## config.mk

```make
export PLATFORM = sky130hd
export DESIGN_NAME = dds_main
export DESIGN_NICKNAME = d
export VERILOG_FILES = /design/src/rtl/dds_pkg.sv /design/src/rtl/dds_tick_gen.sv /design/src/rtl/dds_main.sv
export SDC_FILE = /design/constraint.sdc
export NUM_CORES = 1
export LEC_CHECK = 0
export CAP_MARGIN = 10
export CELL_PAD_IN_SITES_DETAIL_PLACEMENT = 1
export CELL_PAD_IN_SITES_GLOBAL_PLACEMENT = 1
export CORE_UTILIZATION = 48
export DETAILED_ROUTE_END_ITERATION = 6
export GPL_TIMING_DRIVEN = 1
export HOLD_SLACK_MARGIN = 0.08
export PLACE_DENSITY_LB_ADDON = 0.1
export REMOVE_ABC_BUFFERS = 1
export SYNTH_ARGS = -nofsm -noshare
export SYNTH_HDL_FRONTEND = slang
export SYNTH_SLANG_ARGS = --single-unit
```

## constraint.sdc

```tcl
create_clock -name clk -period 4.1 [get_ports clk]
set_input_delay 0.82 -clock clk [delete_from_list [all_inputs] [get_ports clk]]
set_output_delay 0.82 -clock clk [all_outputs]
set_load 0.005 [all_outputs]
```

## src/rtl/dds_pkg.sv

```systemverilog
// Shared types and helpers for the AD9850-class DDS power-up loader.
// Holds the controller state enum, the serial word widths and the word builder.
package dds_pkg;

  typedef enum logic [2:0] {
    IDLE,
    DDS_RST,
    SER_WCLK,
    SER_FQUD,
    SHIFT,
    LATCH,
    DONE
  } dds_state_e;

  localparam int DDS_WORD_W = 40;
  localparam int FTW_W      = 32;
  localparam int CTRL_W     = 8;
  localparam int IDX_W      = 6;
  localparam int RELOAD_W   = 20;

  // Serial word as the chip expects it, LSB first: tuning word then control byte.
  function automatic logic [DDS_WORD_W-1:0] build_word(input logic [FTW_W-1:0]  ftw,
                                                       input logic [CTRL_W-1:0] ctrl);
    return {ctrl, ftw};
  endfunction

endpackage

```

## src/rtl/dds_tick_gen.sv

```systemverilog
// Pin-phase timebase for the DDS loader.
// Ports:
//   clk   - system clock
//   reset - asynchronous active-high reset
//   clr   - synchronous clear, restarts a full CLK_DIV-cycle period
//   tick  - high for one clk at the end of every CLK_DIV-cycle period
module dds_tick_gen #(
  parameter int CLK_DIV = 2
) (
  input  logic clk,
  input  logic reset,
  input  logic clr,
  output logic tick
);

  localparam int CNT_W = (CLK_DIV > 1) ? $clog2(CLK_DIV) : 1;

  logic [CNT_W-1:0] cnt;

  // Down-counter; terminal count at zero, then reload.
  always_ff @(posedge clk or posedge reset) begin
    if (reset) begin
      cnt <= '0;
    end else if (clr || (cnt == '0)) begin
      cnt <= CNT_W'(CLK_DIV - 1);
    end else begin
      cnt <= cnt - 1'b1;
    end
  end

  assign tick = (cnt == '0);

endmodule

```

## src/rtl/dds_main.sv

```systemverilog
// Power-up configuration controller for an AD9850-class DDS in 3-wire serial mode.
// After reset: pulse chip RESET, enter serial mode (W_CLK then FQ_UD pulse),
// shift {CTRL_BYTE, FREQ_WORD} LSB first on 40 W_CLK pulses, latch with FQ_UD.
// Ports:
//   clk   - system clock (100 MHz)       reset - async active-high reset
//   W_CLK - DDS word clock               FQ_UD - DDS frequency update strobe
//   DATA  - DDS serial data (D7)         RESET - DDS master reset
//   led1  - load complete (sticky)       led2  - sequence in progress
// Build option: define DDS_RELOAD_EN to re-send and re-latch the word every 2^20 clks.
//
// state    | meaning
// ---------+------------------------------------------------------------
// IDLE     | reset just released, word register loaded
// DDS_RST  | RESET high for RST_CYCLES clks, then low for one tick
// SER_WCLK | first W_CLK pulse of the serial-mode entry
// SER_FQUD | FQ_UD pulse completing serial-mode entry
// SHIFT    | per bit: setup tick (W_CLK=0), hold tick (W_CLK=1)
// LATCH    | FQ_UD pulse loading the shifted word
// DONE     | load complete; terminal unless reload is enabled
module dds_main import dds_pkg::*; #(
  parameter logic [FTW_W-1:0]  FREQ_WORD  = 32'h147AE148,
  parameter logic [CTRL_W-1:0] CTRL_BYTE  = 8'h00,
  parameter int                CLK_DIV    = 2,
  parameter int                RST_CYCLES = 8
) (
  input  logic clk,
  input  logic reset,
  output logic W_CLK,
  output logic FQ_UD,
  output logic DATA,
  output logic RESET,
  output logic led1,
  output logic led2
);

  localparam int RC_W = (RST_CYCLES > 1) ? $clog2(RST_CYCLES) : 1;
  localparam logic [IDX_W-1:0] LAST_IDX = IDX_W'(DDS_WORD_W - 1);

  dds_state_e            state;
  logic                  phase;
  logic [RC_W-1:0]       rst_cnt;
  logic [IDX_W-1:0]      bit_idx;
  logic [IDX_W-1:0]      nxt_idx;
  logic [DDS_WORD_W-1:0] word_q;
  logic                  tick;
  logic                  tick_clr;
`ifdef DDS_RELOAD_EN
  logic [RELOAD_W-1:0]   reload_cnt;
`endif

  // Hold the timebase in reload wherever the FSM is not pacing on ticks, so the
  // first tick-timed phase after each of those states lasts exactly CLK_DIV clks.
  assign tick_clr = (state == IDLE) || (state == DONE) || ((state == DDS_RST) && !phase);
  assign nxt_idx  = bit_idx + IDX_W'(1);

  dds_tick_gen #(.CLK_DIV(CLK_DIV)) u_tick (
    .clk   (clk),
    .reset (reset),
    .clr   (tick_clr),
    .tick  (tick)
  );

  always_ff @(posedge clk or posedge reset) begin
    if (reset) begin
      state   <= IDLE;
      phase   <= 1'b0;
      rst_cnt <= '0;
      bit_idx <= '0;
      word_q  <= '0;
      W_CLK   <= 1'b0;
      FQ_UD   <= 1'b0;
      DATA    <= 1'b0;
      RESET   <= 1'b0;
      led1    <= 1'b0;
      led2    <= 1'b0;
`ifdef DDS_RELOAD_EN
      reload_cnt <= '0;
`endif
    end else begin
      case (state)
        IDLE: begin
          state   <= DDS_RST;
          phase   <= 1'b0;
          rst_cnt <= RC_W'(RST_CYCLES - 1);
          word_q  <= build_word(FREQ_WORD, CTRL_BYTE);
          RESET   <= 1'b1;
          led2    <= 1'b1;
        end
        DDS_RST: begin
          if (!phase) begin
            if (rst_cnt == '0) begin
              RESET <= 1'b0;
              phase <= 1'b1;
            end else begin
              rst_cnt <= rst_cnt - 1'b1;
            end
          end else if (tick) begin
            state <= SER_WCLK;
            phase <= 1'b0;
            W_CLK <= 1'b1;
          end
        end
        SER_WCLK: begin
          if (tick) begin
            if (!phase) begin
              W_CLK <= 1'b0;
              phase <= 1'b1;
            end else begin
              state <= SER_FQUD;
              phase <= 1'b0;
              FQ_UD <= 1'b1;
            end
          end
        end
        SER_FQUD: begin
          if (tick) begin
            if (!phase) begin
              FQ_UD <= 1'b0;
              phase <= 1'b1;
            end else begin
              state   <= SHIFT;
              phase   <= 1'b0;
              bit_idx <= '0;
              DATA    <= word_q[0];
            end
          end
        end
        SHIFT: begin
          if (tick) begin
            if (!phase) begin
              W_CLK <= 1'b1;
              phase <= 1'b1;
            end else begin
              W_CLK <= 1'b0;
              phase <= 1'b0;
              if (bit_idx == LAST_IDX) begin
                // DATA keeps bit 39 until DONE so it never moves on a W_CLK edge.
                state <= LATCH;
                FQ_UD <= 1'b1;
              end else begin
                bit_idx <= nxt_idx;
                DATA    <= word_q[nxt_idx];
              end
            end
          end
        end
        LATCH: begin
          if (tick) begin
            state <= DONE;
            FQ_UD <= 1'b0;
            DATA  <= 1'b0;
            led2  <= 1'b0;
            led1  <= 1'b1;
`ifdef DDS_RELOAD_EN
            reload_cnt <= '1;
`endif
          end
        end
        DONE: begin
`ifdef DDS_RELOAD_EN
          if (reload_cnt == '0) begin
            state   <= SHIFT;
            phase   <= 1'b0;
            bit_idx <= '0;
            DATA    <= word_q[0];
            led2    <= 1'b1;
          end else begin
            reload_cnt <= reload_cnt - 1'b1;
          end
`endif
        end
        default: state <= IDLE;
      endcase
    end
  end

endmodule

```

* Word level (Yosys, flattened, before mapping)
Index checks and enable logic that the tools add are counted.
Widths: inputs -> output; s select.
** Storage, ports and cells
- Bits in registers :: 21
- Latch bits :: 0
- Bits in writable memories :: 0
- Memory bits (read-only) :: 0
- Bits of input ports :: 2
- Memories kept :: 0
** Cells by class
- Add/subtract/negate cells :: 3
- Multipliers :: 0
- Divide/modulo/power cells :: 0
- Order comparisons :: 1
- Eq/ne operators :: 24
- Shifts and indexed selects :: 0
- Multiplexer cells :: 51
- Bitwise gates (word level) :: 2
- Reduce and logical (&&, ||, !) cells :: 25
** Operator list (count)
- $mux 3 :: 12
- $ne 2x2->1 const B :: 16
- $mux 6 :: 5
- $mux 1 :: 24
- $pmux 3 s7 :: 1
- $pmux 6 s2 :: 1
- $reduce_and 6->1 :: 2
- $reduce_and 11->1 :: 1
- $eq 3x3->1 const B :: 3
- $pmux 1 s3 :: 3
- $reduce_and 9->1 :: 1
- $reduce_bool 3->1 :: 3
- $lt 6x7->1 const B :: 1
- $reduce_and 7->1 :: 1
- $add 6x1->6 const B :: 1
- $bmux 1 s6 :: 1
- $eq 3x2->1 const B :: 2
- $eq 6x6->1 const B :: 1
- $logic_not 3->1 :: 2
- $pmux 3 s2 :: 1
- $reduce_and 2->1 :: 3
- $reduce_and 3->1 :: 2
- $reduce_bool 2->1 :: 3
- $pmux 1 s2 :: 2
- 11 further kinds :: 14

* Depth between registers and ports, before layout
- Depth after elaboration :: 7
- Mapped depth :: 7

* Cells and area by module
From an unflattened synthesis, not the netlist that was laid out.
** Second synthesis, totals
- Cell total of the unflattened synthesis :: 164
- Area total of the unflattened synthesis :: 1383.8 sq um
** Modules (own cells, without submodules)
- dds_main :: times used 1, cells each 160, area each 1345.0 sq um
- dds_tick_gen :: times used 1, cells each 4, area each 38.8 sq um

* Least setup slack after synthesis
Ideal clock, no wire load.
- Path type :: reg2reg
- From :: register bit_idx[1]
- To :: register DATA
- Arrival time :: 1.588 ns
- Path slack :: 2.379 ns
- Stages on the path, launching flop included :: 7
- Path buffers :: 0
- Period minus slack after synthesis :: 1.721 ns
- Cell sequence :: dfrtp_1 > ha_1 > or3_1 > a21oi_1 > a21oi_1 > a32oi_1 > o41ai_2
** Between the ends
- Word-level cells in the longest chain between the ends :: 7
- Elaborated cells on any way between the ends :: 10
** RTL lines
- start, declared :: RTL line dds_main.sv:42 : logic [IDX_W-1:0] bit_idx;
- start signal, assigned :: RTL line dds_main.sv:141 : bit_idx <= nxt_idx;
- $add 6x1->6 :: RTL line dds_main.sv:54 : assign nxt_idx = bit_idx + IDX_W'(1);
- $bmux 1 s6 :: RTL line dds_main.sv:142 : DATA <= word_q[nxt_idx];
- $mux 1 (implied by the code) :: RTL line dds_main.sv:142
- $mux 1 :: RTL line dds_main.sv:136 : if (bit_idx == LAST_IDX) begin
- $mux 1 :: RTL line dds_main.sv:130 : if (!phase) begin
- $mux 1 :: RTL line dds_main.sv:129 : if (tick) begin
- $pmux 1 s3 :: RTL line dds_main.sv:80 : case (state)
- end signal, assigned :: RTL line dds_main.sv:124 : DATA <= word_q[0];
- end signal, assigned :: RTL line dds_main.sv:142
- end, declared :: RTL line dds_main.sv:30 : output logic DATA,
Parallel ways exist; a longest one is shown, timed or not. The select of a mux whose other input is x is not followed.
A chain may end at the register's enable or synchronous reset.

* Worst setup path after layout
- From :: register bit_idx[0]
- To :: register FQ_UD
** Between the ends
- Word-level cells in the longest chain between the ends :: 3
** RTL lines
- $eq 6x6->1 :: RTL line dds_main.sv:136
- $ne 2x2->1 (no source line)
- $reduce_and 9->1 (no source line)
- end signal, assigned :: RTL line dds_main.sv:118 : FQ_UD <= 1'b0;
- end signal, assigned :: RTL line dds_main.sv:139 : FQ_UD <= 1'b1;
- end signal, assigned :: RTL line dds_main.sv:150 : FQ_UD <= 1'b0;
- end, declared :: RTL line dds_main.sv:29 : output logic FQ_UD,
No other way between the ends.

==> run_results.csv <==
group,metric,value,unit
place,dp.cells,195,
yosys,yosysUniqueCellTypes,57,
clock_network,post_cts_buffers,0,
finish,fin_cells,199,
place,place_hpwl,2.35,mm
clock_network,cts_root_buffer,"clkbuf_4",
place,placed_area,1480,um^2
power_and_ir_drop,p_leak,0.629,nW
worst_setup_path,critPathKind,"flip-flop to flip-flop",
power_and_ir_drop,irDropWorstVdd,0.000127,V
floorplan,initial_core_util,51.6,%
sta,timing.slew.headroom,46.1,%
run,timing.max_cap.violations,0,
finish,areaGrowthSynthToFinish,4.41,%
finish,fin_area,1510,um^2
power_and_ir_drop,powerDensity,209,nW/um^2
sta,drv_slew,0,
yosys,ys_async_sr_fraction,100,%
worst_setup_path,path_cells,"ha_1, and2_2, nand3_2, or3b_1, a21oi_1, o22a_1",
finish,layout_common_cells,"dfrtp_1 (21), o21ai_0 (18), nand2_1 (13), nor2_1 (13), a21oi_1 (13)",
route,wl,3.37,mm
worst_hold_path,hp-class,"flip-flop to flip-flop",
clock_network,cts_resized,0,
sta,period_minus_slack,2.21,ns
floorplan,ios,8,
floorplan,die_x,56.9,um
worst_setup_path,crit_path_start_kind,"flip-flop",
global_routing,grtUsageTotal,23.3,%
worst_setup_path,crit_fanout,15,
worst_setup_path,cp_slowest_cell,"dfrtp_1",
place,port_buffers,7,
yosys,ys_ff_latch,21,
global_routing,grt_pass1_wl,5.89,mm
route,wl_per_cell,16.9,um
route,detail_route.vias_per_cell,6.38,
sta,setup_violations,0,
clock_network,cts_tree,"done",
sta,clock.fmax,453,MHz
finish,diodes,0,
yosys,synth_edf_count,0,
yosys,avgSynthCellArea,8.51,um^2
clock_network,clkSlewWorstSetupHoldPaths,0.13,ns
global_routing,grt_max_degree,22,
floorplan,die_area,3240,um^2
yosys,syn_area,1450,um^2
sta,setup-tns-final,0,ns
yosys,ys.warnings.count,0,
sta,fin_crit_sh,53.8,%
sta,hold_violations,0,
worst_setup_path,cp.required,4.35,ns
route,drc,0,
yosys,ys.flop_type,"dfrtp_1",
floorplan,core,2810,um^2
power_and_ir_drop,p_total,0.316,mW
clock_network,cts_buffer_depth,2,
worst_setup_path,arrival,2.46,ns
sta,rsz0062_at_grt,"no",
clock_network,htree_levels,1,
finish,drive_gt1_share,8.93,%
finish,final_common_cell,"dfrtp_1",
route,drtIter0Drc,36,
clock_network,numCtsBuffers,3,
clock_network,clk_latency,0.30,ns
floorplan,fp.dieH,56.9,um
global_routing,grt_pass1_vias,1183,
sta,tightest_slew,0.808,ns
finish,final_util,53.8,%
route,final_antenna_net_count,0,
route,vias,1270,
clock_network,numClockSinks,21,
outcome,status,"finished clean",
global_routing,grt_overflow,0,
clock_network,cts-hold-fix-buffers,0,
sta,clock_skew,0.00185,ns
worst_setup_path,crit_path_end_kind,"flip-flop",
yosys,ys_seq_area_share,36.3,%
global_routing,antenna_found_initial,0,
yosys,postSynthCellCount,170,
worst_setup_path,cpPeakStageDelay,0.61,ns
place,globalplace.congestion,0.759,
finish,final_nets,174,
floorplan,num_rows,19,
route,dr.pass1.iters,4,
flip-flops by register name, summed over array words and instances, names as in the netlist:
| signal | count |
|---|---|
| FQ_UD | 1 |
| state | 3 |
| RESET | 1 |
| led2 | 1 |
| word_q | 1 |
| W_CLK | 1 |
| DATA | 1 |
| u_tick.cnt | 1 |
| led1 | 1 |
| rst_cnt | 3 |
| bit_idx | 6 |
| phase | 1 |
critical path: cells and delay by family (launching register included):
family / cells / cell delay [ns]
AND/OR/NAND/NOR: 3 / 0.76
adder cells (fa/ha/maj): 1 / 0.50
AO/OA/AOI/OAI: 2 / 0.29
flip-flops: 1 / 0.61
cells by family after synthesis:
group	after synthesis	synth area share (%)
and+or+nand+nor	59	23.3
AOI/OAI and AO/OA	64	29.5
adders and majority gates	3	2.60
DFF	21	36.3
xor gates and xnor gates	2	1.21
buffers and inverters	21	7.09
path summary, 6_finish.rpt:
check / endpoint / depth (start not counted) / from / slack [ns]
max reg2reg: FQ_UD / 6 / bit_idx[0] / 1.89
max in group asynchronous: W_CLK / 2 / reset / 2.65
min: word_q[3] / 1 / word_q[3] / 0.48
min reg2reg: word_q[3] / 1 / word_q[3] / 0.48
max: FQ_UD / 6 / bit_idx[0] / 1.89
min in group asynchronous: RESET / 2 / reset / 0.95
report_power, final:
| part | leakage (nW) | total, mW | switching, mW | internal (mW) |
|---|---|---|---|---|
| Clock | 0.0177 | 0.104 | 0.0674 | 0.0364 |
| Sequential | 0.247 | 0.207 | 0 | 0.207 |
| Combinational | 0.365 | 0.00490 | 0.00402 | 0.000878 |
layout make-up:
| class | instances | area [um^2] |
|---|---|---|
| flip-flops and latches | 21 | 526 |
| multi-input cells | 128 | 818 |
| repair buffers | 7 | 70.1 |
| fillers | 339 | 1290 |
| clock buffers | 3 | 22.5 |
| well taps | 31 | 38.8 |
| clock inverters | 1 | 5.00 |
| inverters | 8 | 30.0 |
cell usage after synthesis (all sizes together) (2+ instances only):
| cell | n | share of area, % |
|---|---|---|
| buf | 7 | 3.5 |
| or2 | 3 | 1.3 |
| nor2b | 2 | 1.4 |
| nor3 | 2 | 0.69 |
| and4b | 2 | 1.4 |
| a21oi | 13 | 4.5 |
| o31ai | 2 | 1.0 |
| nor2 | 14 | 3.8 |
| nand3 | 6 | 2.4 |
| o21bai | 2 | 1.0 |
| or3 | 2 | 0.86 |
| a21boi | 2 | 1.0 |
| a31oi | 2 | 0.86 |
| and2 | 3 | 1.4 |
| dfrtp | 21 | 36 |
| xnor2 | 2 | 1.2 |
| nand3b | 2 | 1.0 |
| o21ai | 20 | 7.2 |
| or3b | 4 | 2.4 |
| inv | 8 | 2.1 |
| a22o | 2 | 1.2 |
| o41ai | 3 | 2.3 |
| o22a | 2 | 1.2 |
| a21o | 3 | 1.6 |
| clkbuf | 6 | 1.6 |
| nand2 | 13 | 3.4 |
| ha | 3 | 2.6 |
routing by layer:
| layer | part of all wire [%] | track usage [%] | vias up |
|---|---|---|---|
| met5 | 0 | 0 | - |
| met4 | 0.51 | 7.67 | 0 |
| met3 | 1.7 | 2.30 | 2 |
| met2 | 46 | 32.8 | 12 |
| met1 | 51 | 37.0 | 643 |
| li1 | - | - | 613 |
per-stage QoR:
| step | hold slack, ns | setup WS, ns |
|---|---|---|
| 2_1_floorplan | 0.427 | 2.22 |
| 3_3_place_gp | 0.446 | 2.03 |
| 3_5_place_dp | 0.444 | 1.94 |
| 4_1_cts | 0.480 | 1.89 |
| 5_1_grt | 0.500 | 1.70 |
| 6_report | 0.475 | 1.89 |
No activity file was read; power rests on OpenSTA's default activity.
